<file path="src/rtl/memory_access_stage.sv">
// Pipeline memory stage: issues loads/stores over a request/response data port,
// steers byte lanes, extends load data and registers the memory/writeback payload.
module memory_access_stage #(
  parameter logic [31:0] RESET_PC = 32'd0
) (
  input  logic        clock,
  input  logic        reset,
  input  logic        executeMemoryPayloadValid,
  input  logic        executeMemoryPayloadIllegal,
  input  logic        executeMemoryPayloadMemoryReadEnable,
  input  logic        executeMemoryPayloadMemoryWriteEnable,
  input  logic [1:0]  executeMemoryPayloadMemoryWidth,
  input  logic        executeMemoryPayloadMemorySigned,
  input  logic [31:0] executeMemoryPayloadResult,
  input  logic [31:0] executeMemoryPayloadStoreData,
  input  logic [4:0]  executeMemoryPayloadDestinationRegister,
  input  logic [1:0]  executeMemoryPayloadWritebackType,
  input  logic [31:0] executeMemoryPayloadProgramCounter,
  input  logic [31:0] executeMemoryPayloadProgramCounterPlus4,
  input  logic [11:0] executeMemoryPayloadDestinationCSR,
  input  logic [31:0] executeMemoryPayloadOldCSRValue,
  input  logic [1:0]  executeMemoryPayloadCSROp,
  input  logic        executeMemoryPayloadCSRWriteIntent,
  input  logic        memoryWritebackControlStall,
  input  logic        memoryWritebackControlFlush,
  output logic        memoryStallRequest,
  output logic        dmemRequest,
  output logic        dmemWriteEnable,
  output logic [31:0] dmemAddress,
  output logic [31:0] dmemWriteData,
  output logic [3:0]  dmemByteEnable,
  input  logic        dmemGrant,
  input  logic        dmemResponseValid,
  input  logic [31:0] dmemReadData,
  output logic        memoryWritebackPayloadValid,
  output logic        memoryWritebackPayloadIllegal,
  output logic        memoryWritebackPayloadMemoryReadEnable,
  output logic        memoryWritebackPayloadMemoryWriteEnable,
  output logic [1:0]  memoryWritebackPayloadMemoryWidth,
  output logic        memoryWritebackPayloadMemorySigned,
  output logic [31:0] memoryWritebackPayloadResult,
  output logic [4:0]  memoryWritebackPayloadDestinationRegister,
  output logic [1:0]  memoryWritebackPayloadWritebackType,
  output logic [31:0] memoryWritebackPayloadProgramCounter,
  output logic [31:0] memoryWritebackPayloadProgramCounterPlus4,
  output logic [11:0] memoryWritebackPayloadDestinationCSR,
  output logic [31:0] memoryWritebackPayloadOldCSRValue,
  output logic [1:0]  memoryWritebackPayloadCSROp,
  output logic        memoryWritebackPayloadCSRWriteIntent,
  output logic        memoryWritebackPayloadException,
  output logic [3:0]  memoryWritebackPayloadExceptionCause,
  output logic [31:0] memoryWritebackPayloadTrapValue,
  output logic [1:0]  debug_state
);

  typedef enum logic [1:0] {IDLE, WAIT_RESP, HOLD, DRAIN} state_t;
  state_t state, state_next;

  logic        is_half, is_word, is_store;
  logic [1:0]  offset;
  logic        misaligned, mem_access, mem_op, misalign_exc;
  logic [7:0]  rd_byte;
  logic [15:0] rd_half;
  logic [31:0] load_ext, load_data, out_result;
  logic        complete, capture, write_out;

  // Handshake: a request is accepted in any cycle where dmemRequest and
  // dmemGrant are both high; load data arrives later on dmemResponseValid.
  assign is_half      = (executeMemoryPayloadMemoryWidth == 2'd1);
  assign is_word      = executeMemoryPayloadMemoryWidth[1];
  assign is_store     = executeMemoryPayloadMemoryWriteEnable;
  assign offset       = executeMemoryPayloadResult[1:0];
  assign misaligned   = (is_half && offset[0]) || (is_word && (offset != 2'd0));
  assign mem_access   = executeMemoryPayloadValid && !executeMemoryPayloadIllegal &&
                        (executeMemoryPayloadMemoryReadEnable || executeMemoryPayloadMemoryWriteEnable);
  assign mem_op       = mem_access && !misaligned;
  assign misalign_exc = mem_access && misaligned;

  assign dmemAddress     = {executeMemoryPayloadResult[31:2], 2'b00};
  assign dmemWriteEnable = is_store;
  assign debug_state     = state;

  always_comb begin
    dmemWriteData  = executeMemoryPayloadStoreData;
    dmemByteEnable = 4'b1111;
    if (!is_word) begin
      if (is_half) begin
        dmemWriteData  = {2{executeMemoryPayloadStoreData[15:0]}};
        dmemByteEnable = 4'b0011 << offset;
      end else begin
        dmemWriteData  = {4{executeMemoryPayloadStoreData[7:0]}};
        dmemByteEnable = 4'b0001 << offset;
      end
    end
  end

  always_comb begin
    case (offset)
      2'd0:    rd_byte = dmemReadData[7:0];
      2'd1:    rd_byte = dmemReadData[15:8];
      2'd2:    rd_byte = dmemReadData[23:16];
      default: rd_byte = dmemReadData[31:24];
    endcase
    rd_half  = offset[1] ? dmemReadData[31:16] : dmemReadData[15:0];
    load_ext = dmemReadData;
    if (!is_word) begin
      if (is_half) load_ext = {{16{executeMemoryPayloadMemorySigned & rd_half[15]}}, rd_half};
      else         load_ext = {{24{executeMemoryPayloadMemorySigned & rd_byte[7]}}, rd_byte};
    end
  end

  always_comb begin
    state_next         = state;
    dmemRequest        = 1'b0;
    memoryStallRequest = 1'b0;
    complete           = 1'b0;
    capture            = 1'b0;
    case (state)
      IDLE: begin
        if (mem_op) begin
          dmemRequest = 1'b1;
          if (dmemGrant && is_store) complete = 1'b1;
          else begin
            memoryStallRequest = 1'b1;
            if (dmemGrant) state_next = WAIT_RESP;
          end
        end
      end
      WAIT_RESP: begin
        if (dmemResponseValid) begin
          complete = 1'b1;
          capture  = 1'b1;
        end else begin
          memoryStallRequest = 1'b1;
        end
      end
      HOLD:    state_next = memoryWritebackControlStall ? HOLD : IDLE;
      DRAIN: begin
        memoryStallRequest = 1'b1;
        if (dmemResponseValid) state_next = IDLE;
      end
      default: state_next = IDLE;
    endcase
    if (complete) state_next = memoryWritebackControlStall ? HOLD : IDLE;
    // A load granted in the same cycle as a flush still has a response in
    // flight, so it is drained like a flush that lands in WAIT_RESP.
    if (memoryWritebackControlFlush) begin
      case (state)
        IDLE:      state_next = (mem_op && dmemGrant && !is_store) ? DRAIN : IDLE;
        WAIT_RESP: state_next = dmemResponseValid ? IDLE : DRAIN;
        DRAIN:     state_next = dmemResponseValid ? IDLE : DRAIN;
        default:   state_next = IDLE;
      endcase
    end
  end

  assign write_out = !memoryWritebackControlFlush && !memoryWritebackControlStall &&
                     ((state == IDLE && !mem_op) || complete || state == HOLD);

  always_comb begin
    out_result = executeMemoryPayloadResult;
    if (mem_op && !is_store) out_result = (state == HOLD) ? load_data : load_ext;
  end

  always_ff @(posedge clock) begin
    if (reset) begin
      state     <= IDLE;
      load_data <= 32'd0;
    end else begin
      state <= state_next;
      if (capture) load_data <= load_ext;
    end
  end

  always_ff @(posedge clock) begin
    if (reset) begin
      memoryWritebackPayloadValid               <= 1'b0;
      memoryWritebackPayloadIllegal             <= 1'b0;
      memoryWritebackPayloadMemoryReadEnable    <= 1'b0;
      memoryWritebackPayloadMemoryWriteEnable   <= 1'b0;
      memoryWritebackPayloadMemoryWidth         <= 2'd0;
      memoryWritebackPayloadMemorySigned        <= 1'b0;
      memoryWritebackPayloadResult              <= 32'd0;
      memoryWritebackPayloadDestinationRegister <= 5'd0;
      memoryWritebackPayloadWritebackType       <= 2'd0;
      memoryWritebackPayloadProgramCounter      <= RESET_PC;
      memoryWritebackPayloadProgramCounterPlus4 <= 32'd0;
      memoryWritebackPayloadDestinationCSR      <= 12'd0;
      memoryWritebackPayloadOldCSRValue         <= 32'd0;
      memoryWritebackPayloadCSROp               <= 2'd0;
      memoryWritebackPayloadCSRWriteIntent      <= 1'b0;
      memoryWritebackPayloadException           <= 1'b0;
      memoryWritebackPayloadExceptionCause      <= 4'd0;
      memoryWritebackPayloadTrapValue           <= 32'd0;
    end else if (memoryWritebackControlFlush) begin
      memoryWritebackPayloadValid <= 1'b0;
    end else if (write_out) begin
      memoryWritebackPayloadValid               <= executeMemoryPayloadValid;
      memoryWritebackPayloadIllegal             <= executeMemoryPayloadIllegal;
      memoryWritebackPayloadMemoryReadEnable    <= executeMemoryPayloadMemoryReadEnable;
      memoryWritebackPayloadMemoryWriteEnable   <= executeMemoryPayloadMemoryWriteEnable;
      memoryWritebackPayloadMemoryWidth         <= executeMemoryPayloadMemoryWidth;
      memoryWritebackPayloadMemorySigned        <= executeMemoryPayloadMemorySigned;
      memoryWritebackPayloadResult              <= out_result;
      memoryWritebackPayloadDestinationRegister <= executeMemoryPayloadDestinationRegister;
      memoryWritebackPayloadWritebackType       <= executeMemoryPayloadWritebackType;
      memoryWritebackPayloadProgramCounter      <= executeMemoryPayloadProgramCounter;
      memoryWritebackPayloadProgramCounterPlus4 <= executeMemoryPayloadProgramCounterPlus4;
      memoryWritebackPayloadDestinationCSR      <= executeMemoryPayloadDestinationCSR;
      memoryWritebackPayloadOldCSRValue         <= executeMemoryPayloadOldCSRValue;
      memoryWritebackPayloadCSROp               <= executeMemoryPayloadCSROp;
      memoryWritebackPayloadCSRWriteIntent      <= executeMemoryPayloadCSRWriteIntent;
      memoryWritebackPayloadException           <= misalign_exc;
      memoryWritebackPayloadExceptionCause      <= misalign_exc ? (is_store ? 4'd6 : 4'd4) : 4'd0;
      memoryWritebackPayloadTrapValue           <= misalign_exc ? executeMemoryPayloadResult : 32'd0;
    end
  end

endmodule

</file>
<file path="config.mk">
export PLATFORM = sky130hd
export DESIGN_NAME = memory_access_stage
export DESIGN_NICKNAME = d
export VERILOG_FILES = /design/src/rtl/memory_access_stage.sv
export SDC_FILE = /design/constraint.sdc
export NUM_CORES = 1
export LEC_CHECK = 0
export BUFFER_PORTS_ARGS = -buffer_cell sky130_fd_sc_hd__buf_2
export CAP_MARGIN = 25
export CORE_AREA = 10 10 192 194
export DETAILED_ROUTE_END_ITERATION = 10
export DIE_AREA = 0 0 202 204
export PLACE_DENSITY = 0.68
export SETUP_SLACK_MARGIN = 0.2
export SYNTH_ARGS = -nofsm -noshare
export SYNTH_HDL_FRONTEND = slang
export SYNTH_SLANG_ARGS = --single-unit
</file>
<file path="constraint.sdc">
create_clock -name clock -period 2.8 [get_ports clock]
set_clock_uncertainty 0.1 [all_clocks]
set_input_delay 0.14 -clock clock [delete_from_list [all_inputs] [get_ports clock]]
set_output_delay 0.14 -clock clock [all_outputs]
set_load 0.01 [all_outputs]
</file>
==> results of run 1 <==
-- through the flow --
stage	total power, mW	util (%)	setup WS [ps]	area [µm²]
4_1_cts	8.28	46.4	427	15400
2_1_floorplan	4.19	-	971	10100
5_1_grt	8.55	46.4	251	15400
3_3_place_gp	4.72	38.2	477	12600
6_report	8.21	46.4	412	15400
3_5_place_dp	4.75	38.2	414	12600
-- registers in the layout, summed over array words and instances (netlist names), 2 cells and up --
| name | flops |
|---|---|
| memoryWritebackPayloadDestinationRegister | 5 |
| memoryWritebackPayloadProgramCounterPlus4 | 32 |
| memoryWritebackPayloadMemoryWidth | 2 |
| memoryWritebackPayloadWritebackType | 2 |
| memoryWritebackPayloadResult | 32 |
| memoryWritebackPayloadCSROp | 2 |
| load_data | 32 |
| memoryWritebackPayloadOldCSRValue | 32 |
| memoryWritebackPayloadDestinationCSR | 12 |
| memoryWritebackPayloadProgramCounter | 32 |
| debug_state | 2 |
| memoryWritebackPayloadTrapValue | 32 |
-- report_power, final --
part           internal, mW  switching, mW
logic                 0.655          0.819
clock network          1.92           1.39
registers              3.35         0.0826
-- tightest hold or removal path: cells and delay by family --
kind,cells,cell delay (ps)
compound gates,2,360
buf+inv,1,110
-- cells in the mapped netlist, types with 3 or more instances --
cell type / n / area share, %
a22oi_1: 10 / 0.75
buf_2: 44 / 2.2
clkbuf_1: 53 / 2.0
o21ai_0: 28 / 1.4
inv_1: 10 / 0.37
nand2b_1: 7 / 0.44
mux2i_1: 11 / 1.1
buf_4: 49 / 3.7
o221ai_1: 9 / 0.78
o221ai_2: 11 / 1.6
a31oi_1: 4 / 0.25
nand3b_1: 3 / 0.22
o21bai_1: 4 / 0.30
nand3_1: 34 / 1.7
nor2b_1: 10 / 0.62
nor4_1: 4 / 0.25
nor2_1: 64 / 2.4
nand2_1: 343 / 13
nor3_1: 8 / 0.40
a211oi_2: 20 / 2.5
a211oi_1: 39 / 2.9
a22o_1: 5 / 0.44
a21oi_1: 193 / 9.6
a21o_1: 11 / 0.82
mux2_2: 20 / 2.2
dfxtp_1: 225 / 45
-- metal layers --
metal / wire length, µm / global-route usage [%]
met1: 17800 / 23.7
met2: 21600 / 34.6
met3: 3580 / 4.96
met4: 2000 / 9.58
met5: 11 / 0
-- logic make-up after synthesis --
kind of cell	after synthesis
AO/OA/AOI/OAI	355
buffers and inverters	157
flip-flops	225
multiplexers	32
other	1
AND/OR/NAND/NOR	488
-- layout make-up --
class / count / area [µm²] / share of cell area, %
clock buffers: 38 / 777 / 5.05
clock inverters: 9 / 53.8 / 0.350
inverters: 10 / 37.5 / 0.244
diodes: 3 / 7.51 / 0.0488
well taps: 448 / 561 / 3.64
flip-flops and latches: 225 / 4500 / 29.3
repair buffers: 712 / 4680 / 30.4
multi-input cells: 879 / 4760 / 30.9
-- cells in the final DEF (no fill, tap or decap), drive strengths merged, types with 6 or more instances in the layout --
master,instances
a21o,11
mux2i,11
buf,522
nand2,343
nor3,8
inv,11
o221ai,20
dfxtp,225
nand3,34
o21ai,30
clkinv,6
a211oi,59
clkbuf,39
mux2,20
dlygate4sd3,189
nor2,66
a21oi,194
nor2b,10
a22oi,10
nand2b,7
-- how the worst min path moves through the flow --
stage	start	end	slack [ps]	depth (start not counted)
2_1_floorplan	memoryWritebackControlFlush	memoryWritebackPayloadValid	120	1
3_3_place_gp	executeMemoryPayloadOldCSRValue[31]	memoryWritebackPayloadOldCSRValue[31]	280	3
3_5_place_dp	executeMemoryPayloadProgramCounterPlus4[11]	memoryWritebackPayloadProgramCounterPlus4[11]	290	3
4_1_cts	dmemReadData[14]	load_data[14]	6	3
5_1_grt	dmemReadData[14]	load_data[14]	30	3
6_report	dmemReadData[13]	load_data[13]	30	3
-- what timing repair did --
item / CTS / global route
setup endpoints to repair: 0 / 1
hold endpoints to repair: 216 / 0
gates resized for setup: 0 / 1
hold buffers: 189 / 0
==> metrics.yaml, run 1 <==
synth-seq-cells: 225
cts_tree: "yes"
r2r-start: "debug_state[1]"
cp-startpoint: "executeMemoryPayloadMemoryWriteEnable"
clk_pin_slew_ps: 60
syn_area_per_cell_um2: 7.98
clkLatencyLatePin_ps: 530
clockBufferDepth: 3
final_cells: 2324
synth_adder_area_share_pct: 0
num_vias: 11500
synth_top_family_by_area: "compound AO/OA/AOI/OAI gates"
grt_usage_pct: 20.4
gp_congestion: 0.866
dieWidth_um: 202
cts.sinks: 225
fmax_ghz: 0.419
synth-edff-count: 0
setup_viol: 0
grt_first_pass_wirelength_mm: 67.8
tns_ps: 0
synth_ff_type: "dfxtp_1"
die_h_um: 204
drc_errors: 0
crit_type: "in2reg"
post-dp-hpwl_mm: 31.5
portBuffers: 489
grt_pass1_vias: 11800
hp-class: "in2reg"
first_pass_iters: 6
drive_gt1_share_pct: 33.7
status: "finished, final reports clean"
hold_viol: 0
yosys.area_share.simple_pct: 19.9
p_leak_nw: 6.75
startpoint_type: "input port"
coreArea_um2: 33100
cts_setup_buffers: 0
r2r_setup_slack_ps: 470
crit_required_ps: 3170
slew_headroom_pct: 40.1
die_area_um2: 41200
vdd_drop_max_uv: 358
ioPinCount: 494
slowest_delay_ps: 570
tightest_slew_ps: 898
grt_setup_unrepaired: "no"
syn-instance-count: 1258
syn-cell-area_um2: 10000
finalCritPeriodShare_pct: 85.3
synth_xor_area_share_pct: 0
syn_to_final_growth_pct: 53.1
path_depth: 9
cts_made_buffers: 26
synth-compound-area-share_pct: 23.3
yosysUniqueCellTypes: 55
crit_family: "buffers and inverters"
min_period_ps: 2390
cp.buffers_inverters: 5
critPathMaxFanout: 10
cts_max_level: 1
timing.rr.end: "memoryWritebackPayloadProgramCounterPlus4[11]"
seq_area_frac_synth_pct: 44.8
final_max_slew_viol_count: 0
worstPathArrival_ps: 2750
avgRoutedWirePerCell_um: 19.4
cts-root-buf: "clkbuf_16"
fillers: 3126
grt_max_degree: 109
place_inst: 2085
r2r_cells: 7
wirelength_mm: 45.0
grt_overflow: 0
power_density_nw_per_um2: 534
viasPerCell: 4.96
drt-initial-drc-count: 820
synth_mux_area_share_pct: 3.56
placementRows: 67
cp-endpoint: "debug_state[0]"
slowest_stage: "dlygate4sd3_1"
cap_violations: 0
start_util_pct: 30.3
synth_async_sr_flop_share_pct: 0
end_kind: "flip-flop"
drtAntennaViolNets: 0
antenna_found_initial: 4
yosysWarnings: 0
fin_hold_ws_ps: 32.5
crit_chain: "dlygate4sd3_1 -> buf_2 -> nor4bb_1 -> buf_4 -> o21a_1 -> buf_4 -> nand4_1 -> a31oi_1 -> dlygate4sd3_1"
final_nets: 2081
(Power assumes the default switching activity.)
==> run 2, diff against run 1 <==
--- a/config.mk
+++ b/config.mk
@@ -10,6 +10,7 @@
 export CORE_AREA = 10 10 192 194
 export DETAILED_ROUTE_END_ITERATION = 10
 export DIE_AREA = 0 0 202 204
+export GPL_TIMING_DRIVEN = 0
 export PLACE_DENSITY = 0.68
 export SETUP_SLACK_MARGIN = 0.2
 export SYNTH_ARGS = -nofsm -noshare
==> run 2 against run 1 <==
Compared with the run above:
- clock power increased by 4%
- global-route usage rose by 2.3 points
- flip-flop and latch count is the same
- hold slack worse by 25 ps
- largest power group unchanged
- sequential power about the same
- count of clock-buffer cells in the layout grew 1
- register-to-register slack worse by 99 ps
- wire length up 11%
- non-clock buffer count is 111 higher
- first-iteration DRC count fell by 0.24%
- combinational power up 7%
==> metrics.yaml, run 2 (same netlist as run 1, synthesis figures left out) <==
cts_tree: "yes"
tightest_slew_ps: 890
finalCritPeriodShare_pct: 86.7
drt-initial-drc-count: 818
final_cells: 2435
grt_pass1_vias: 12200
drtAntennaViolNets: 0
cp-startpoint: "debug_state[1]"
grt_setup_unrepaired: "no"
p_leak_nw: 7.03
slew_headroom_pct: 40.7
num_vias: 12200
drc_errors: 0
die_area_um2: 41200
crit_required_ps: 3150
r2r-start: "debug_state[1]"
tns_ps: 0
finalWorstSetupSlack_ps: 371
finalInstanceArea_um2: 15800
portBuffers: 486
clockBufferDepth: 3
clk_pin_slew_ps: 60
r2r_cells: 8
final_nets: 2192
antenna_found_initial: 3
die_h_um: 204
cp.buffers_inverters: 3
placed_cell_area_um2: 13100
ioPinCount: 494
wirelength_mm: 49.8
dieWidth_um: 202
hp-class: "in2reg"
crit_type: "reg2reg"
clkLatencyLatePin_ps: 540
fmax_ghz: 0.412
cp-endpoint: "memoryWritebackPayloadProgramCounter[17]"
final_cell_mix: "buf_2 (528), nand2_1 (343), dfxtp_1 (225)"
avgRoutedWirePerCell_um: 20.5
placementRows: 67
place_inst: 2196
slowest_delay_ps: 380
final_util_pct: 47.8
grt_usage_pct: 22.7
viasPerCell: 5.00
syn_to_final_growth_pct: 57.6
cts-root-buf: "clkbuf_16"
grt_first_pass_wirelength_mm: 74.0
post-dp-hpwl_mm: 37.7
timing.rr.end: "memoryWritebackPayloadProgramCounter[17]"
crit_chain: "nand2b_1 -> a211oi_1 -> o21a_1 -> buf_2 -> clkbuf_4 -> buf_2 -> nand2_1 -> a21oi_1"
cts.sinks: 225
grt_overflow: 0
crit_top_cell: "buf_2"
place_ws_ps: 209
final_max_slew_viol_count: 0
first_pass_iters: 7
coreArea_um2: 33100
cap_violations: 0
min_period_ps: 2430
gp_congestion: 0.934
cts_max_level: 1
r2r_setup_slack_ps: 370
slowest_stage: "dfxtp_1"
power_density_nw_per_um2: 533
worstPathArrival_ps: 2780
cts_made_buffers: 26
path_depth: 8
hold_viol: 0
grt_max_degree: 13
drive_gt1_share_pct: 34.6
final_common_cell: "buf_2"
setup_viol: 0
start_util_pct: 30.3
crit_family: "buffers and inverters"
startpoint_type: "flip-flop"
status: "finished, final reports clean"
vdd_drop_max_uv: 442
critPathMaxFanout: 10
end_kind: "flip-flop"
## run 2: worst min-delay path, delay by kind of cell
kind | cells | cell delay, ps
buffers and inverters | 1 | 110
AOI/OAI and AO/OA | 2 | 340
## run 2: how the worst min path moves through the flow
stage | cells past startpoint | start | slack (ps) | endpoint
4_1_cts | 3 | dmemReadData[9] | 2 | load_data[9]
2_1_floorplan | 1 | memoryWritebackControlFlush | 120 | memoryWritebackPayloadValid
3_3_place_gp | 3 | executeMemoryPayloadProgramCounterPlus4[6] | 280 | memoryWritebackPayloadProgramCounterPlus4[6]
3_5_place_dp | 3 | executeMemoryPayloadOldCSRValue[17] | 290 | memoryWritebackPayloadOldCSRValue[17]
6_report | 3 | dmemReadData[11] | 7 | load_data[11]
5_1_grt | 2 | reset | 50 | memoryWritebackPayloadResult[0]
## run 2: final cells by class
cell class	instances	area [µm²]
inverter	10	37.5
sequential	225	4500
multi-input combinational	879	4720
antenna	3	7.51
clock inverter	8	73.8
tap	448	561
buffer	147	807
clock buffer	39	791
fill	3137	17300
timing repair buffer	676	4330
## run 2: per-layer routing
| metal | track usage (%) | share of wire, % |
|---|---|---|
| met4 | 8.59 | 3.9 |
| met1 | 26.5 | 40 |
| met3 | 5.82 | 8.3 |
| met5 | 0 | 0 |
| met2 | 39.3 | 48 |
## run 2: what timing repair did
action                     4_1_cts  5_1_grt
setup endpoints to repair        1       14
hold buffers                   188        0
resized for setup                1        5
gates cloned                     0        0
setup buffers                    0        0
hold endpoints to repair       215        0
## run 2: metrics by stage
step	total power [mW]	hold WS, ps
after detailed placement	4.84	286
after CTS	8.47	1.78
after global routing	8.75	48.7
after global placement	4.81	280
after floorplan	4.19	119
final	8.43	7.31
## run 2: power by group
part / switching, mW / internal [mW]
Clock: 1.39 / 2.04
Sequential: 0.0783 / 3.35
Combinational: 0.883 / 0.690
==> run 3, diff against run 2 <==
--- a/config.mk
+++ b/config.mk
@@ -5,13 +5,14 @@
 export SDC_FILE = /design/constraint.sdc
 export NUM_CORES = 1
 export LEC_CHECK = 0
-export BUFFER_PORTS_ARGS = -buffer_cell sky130_fd_sc_hd__buf_2
 export CAP_MARGIN = 25
 export CORE_AREA = 10 10 192 194
+export CTS_BUF_LIST = sky130_fd_sc_hd__clkbuf_4
 export DETAILED_ROUTE_END_ITERATION = 10
 export DIE_AREA = 0 0 202 204
+export DONT_BUFFER_PORTS = 1
 export GPL_TIMING_DRIVEN = 0
-export PLACE_DENSITY = 0.68
+export PLACE_DENSITY = 0.55
 export SETUP_SLACK_MARGIN = 0.2
 export SYNTH_ARGS = -nofsm -noshare
 export SYNTH_HDL_FRONTEND = slang
==> run 3 against run 2 <==
Compared with the run above:
- synthesized area did not move
- synthesized cell count unchanged
- the flow now stops in 4_1_cts
==> metrics.yaml, run 3 <==
status: "stopped before the end"
lastStage: "4_1_cts"
error: "[ERROR RSZ-0060] Max buffer count reached."
placed_cell_area_um2: 10600
synth_ff_type: "dfxtp_1"
start_util_pct: 30.3
syn-cell-area_um2: 10000
yosysUniqueCellTypes: 55
synth_common_cells: "nand2_1 (343), dfxtp_1 (225), a21oi_1 (193)"
ctsResizeCount: 5
cts_setup_buffers: 0
yosysWarnings: 0
synth_top_cell_area_share_pct: 44.8
die_h_um: 204
syn-instance-count: 1258
synth.most_common_cell: "nand2_1"
cts-root-buf: "clkbuf_4"
synth-seq-cells: 225
place_inst: 1712
seq_area_frac_synth_pct: 44.8
portBuffers: 0
cts.sinks: 225
synth-edff-count: 0
synth.area.top_cells: "dfxtp_1 (45%), nand2_1 (13%), a21oi_1 (9.6%)"
post-dp-hpwl_mm: 36.2
clockBufferDepth: 3
gp_congestion: 0.898
cts_made_buffers: 61
ioPinCount: 494
syn_area_per_cell_um2: 7.98
cts_hold_buf: 364
yosysTopAreaCell: "dfxtp_1"
dieWidth_um: 202
placementRows: 67
cts_max_level: 2
synth_async_sr_flop_share_pct: 0
-- run 3: logic make-up after synthesis --
family                 after synthesis  synth area share [%]
AND/OR/NAND/NOR                    488                  19.9
AO/OA/AOI/OAI                      355                  23.3
flip-flops                         225                  44.8
buffers and inverters              157                  8.32
multiplexers                        32                  3.56
other                                1                0.0373
-- run 3: metrics by stage --
stage	util, %	setup TNS (ps)	hold WS, ps	setup slack (ps)
after detailed placement	32.1	-134	129	-134
after global placement	32.1	-265	124	-166
after floorplan	-	0	119	971
==> run 4, diff against run 3 <==
==> config.mk (replaced) <==
export PLATFORM = sky130hd
export DESIGN_NAME = memory_access_stage
export DESIGN_NICKNAME = d
export VERILOG_FILES = /design/src/rtl/memory_access_stage.sv
export SDC_FILE = /design/constraint.sdc
export NUM_CORES = 1
export LEC_CHECK = 0
export CAP_MARGIN = 25
export CORE_AREA = 10 10 236 238
export DETAILED_ROUTE_END_ITERATION = 10
export DIE_AREA = 0 0 246 248
export DONT_BUFFER_PORTS = 1
export GPL_TIMING_DRIVEN = 0
export PLACE_DENSITY_LB_ADDON = 0.15
export SYNTH_ARGS = -nofsm -noshare
export SYNTH_HDL_FRONTEND = slang
export SYNTH_SLANG_ARGS = --single-unit
==> run 4 against run 3 <==
Compared with the run above:
- the flow now finishes without violations
==> metrics.yaml, run 4 (same netlist as run 1, synthesis figures left out) <==
min_period_ps: 2710
clkLatencyLatePin_ps: 570
start_util_pct: 19.7
drt-initial-drc-count: 500
total_power_mw: 8.33
grt_first_pass_wirelength_mm: 73.4
r2r_setup_slack_ps: 90
tns_ps: 0
viasPerCell: 4.57
grt_pass1_vias: 10100
final_common_cell: "nand2_1"
drc_errors: 0
netSwitchingFraction_pct: 28.6
syn_to_final_growth_pct: 37.8
startpoint_type: "flip-flop"
fmax_ghz: 0.369
p_int_mw: 5.95
grt_overflow: 0
final_nets: 1717
die_area_um2: 61000
drtAntennaViolNets: 0
post-dp-hpwl_mm: 41.3
final_cells: 2190
cts.sinks: 225
antenna_found_initial: 1
hold_path_depth: 4
cts_max_level: 1
p_leak_nw: 4.92
placementRows: 83
whs_endpoint: "load_data[10]"
final_cell_mix: "nand2_1 (343), dfxtp_1 (225), dlygate4sd3_1 (197)"
r2r_cells: 7
n_antenna_cell: 0
avgRoutedWirePerCell_um: 24.3
grt_max_degree: 15
gp_congestion: 0.804
tightest_slew_ps: 1020
cts_tree: "yes"
cap_violations: 0
r2r-start: "debug_state[1]"
hp-class: "in2reg"
grt_usage_pct: 16.2
portBuffers: 0
clockBufferDepth: 3
power_frac_clock_pct: 43.4
seq_power_share_pct: 42.7
place_inst: 1943
final_util_pct: 27.1
coreArea_um2: 51000
timing.rr.end: "memoryWritebackPayloadResult[0]"
crit_required_ps: 3120
power_density_nw_per_um2: 602
hold_viol: 0
crit_type: "reg2reg"
ioPinCount: 494
wirelength_mm: 53.1
num_vias: 10000
first_pass_iters: 5
worstPathArrival_ps: 3030
cts-root-buf: "clkbuf_16"
clk_pin_slew_ps: 60
end_kind: "flip-flop"
switchingPower_mw: 2.38
setup_viol: 0
cts_setup_buffers: 0
slew_headroom_pct: 31.8
dieWidth_um: 246
final_max_slew_viol_count: 0
status: "finished, final reports clean"
critPathMaxFanout: 10
die_h_um: 248
drive_gt1_share_pct: 13.5
pwr-share-comb_pct: 13.9
hp-start: "dmemReadData[10]"
vdd_drop_max_uv: 429
grt_setup_unrepaired: "yes"
cts_made_buffers: 28
finalCritPeriodShare_pct: 96.7
## run 4: worst max path at each step
stage                             startpoint                                  endpoint  slack, ps
3_5_place_dp   executeMemoryPayloadResult[1]  memoryWritebackPayloadProgramCounter[30]       -100
2_1_floorplan                 debug_state[1]           memoryWritebackPayloadException        970
3_3_place_gp                  debug_state[1]           memoryWritebackPayloadResult[0]       -400
6_report                      debug_state[1]           memoryWritebackPayloadResult[0]         90
5_1_grt                       debug_state[1]           memoryWritebackPayloadResult[0]        -40
4_1_cts                       debug_state[1]          memoryWritebackPayloadResult[31]         20
## run 4: metal layers
metal,vias to the layer above,wire (µm),track usage [%]
met5,-,0,0
met4,0,1330,4.79
met3,76,4140,4.69
met2,398,25800,27.1
met1,4789,21800,19.7
li1,4743,-,-
## run 4: metrics by stage
| step | hold slack, ps | instance area (µm²) | worst slack, ps |
|---|---|---|---|
| finish | 15.9 | 13800 | 92.2 |
| global route | 72.5 | 13800 | -44.6 |
| CTS | 2.16 | 13800 | 23.6 |
| detailed placement | 124 | 10900 | -104 |
| global placement | 124 | 10900 | -398 |
| floorplan | 119 | 10100 | 971 |
## run 4: timing repair
item                                    CTS  global route
resized for setup                         5            12
hold endpoints to repair                220             0
endpoints found under the setup margin   14            33
hold buffers                            197             0
## run 4: power groups by stage
stage | clock network (mW) | registers, mW | logic, mW
floorplan | 0 | 3.56 | 0.629
global placement | 0 | 3.63 | 0.883
detailed placement | 0 | 3.63 | 0.892
CTS | 3.73 | 3.56 | 1.17
global route | 3.85 | 3.57 | 1.27
finish | 3.62 | 3.56 | 1.16
## run 4: worst max-delay path, stage by stage, from the launching register on
cell,delay (ps)
dfxtp_1,460
nand2b_1,310
a211oi_1,330
o21ai_1,320
clkbuf_4,340
a2111oi_1,450
buf_1,200
nor3_1,60
## run 4: layout make-up
type,instances,area (µm²)
Tap cell,680,851
Sequential cell,225,4500
Fill cell,5575,37200
Inverter,10,37.5
Clock inverter,9,87.6
Timing Repair Buffer,199,1990
Buffer,147,825
Multi-Input combinational cell,879,4720
Clock buffer,41,820
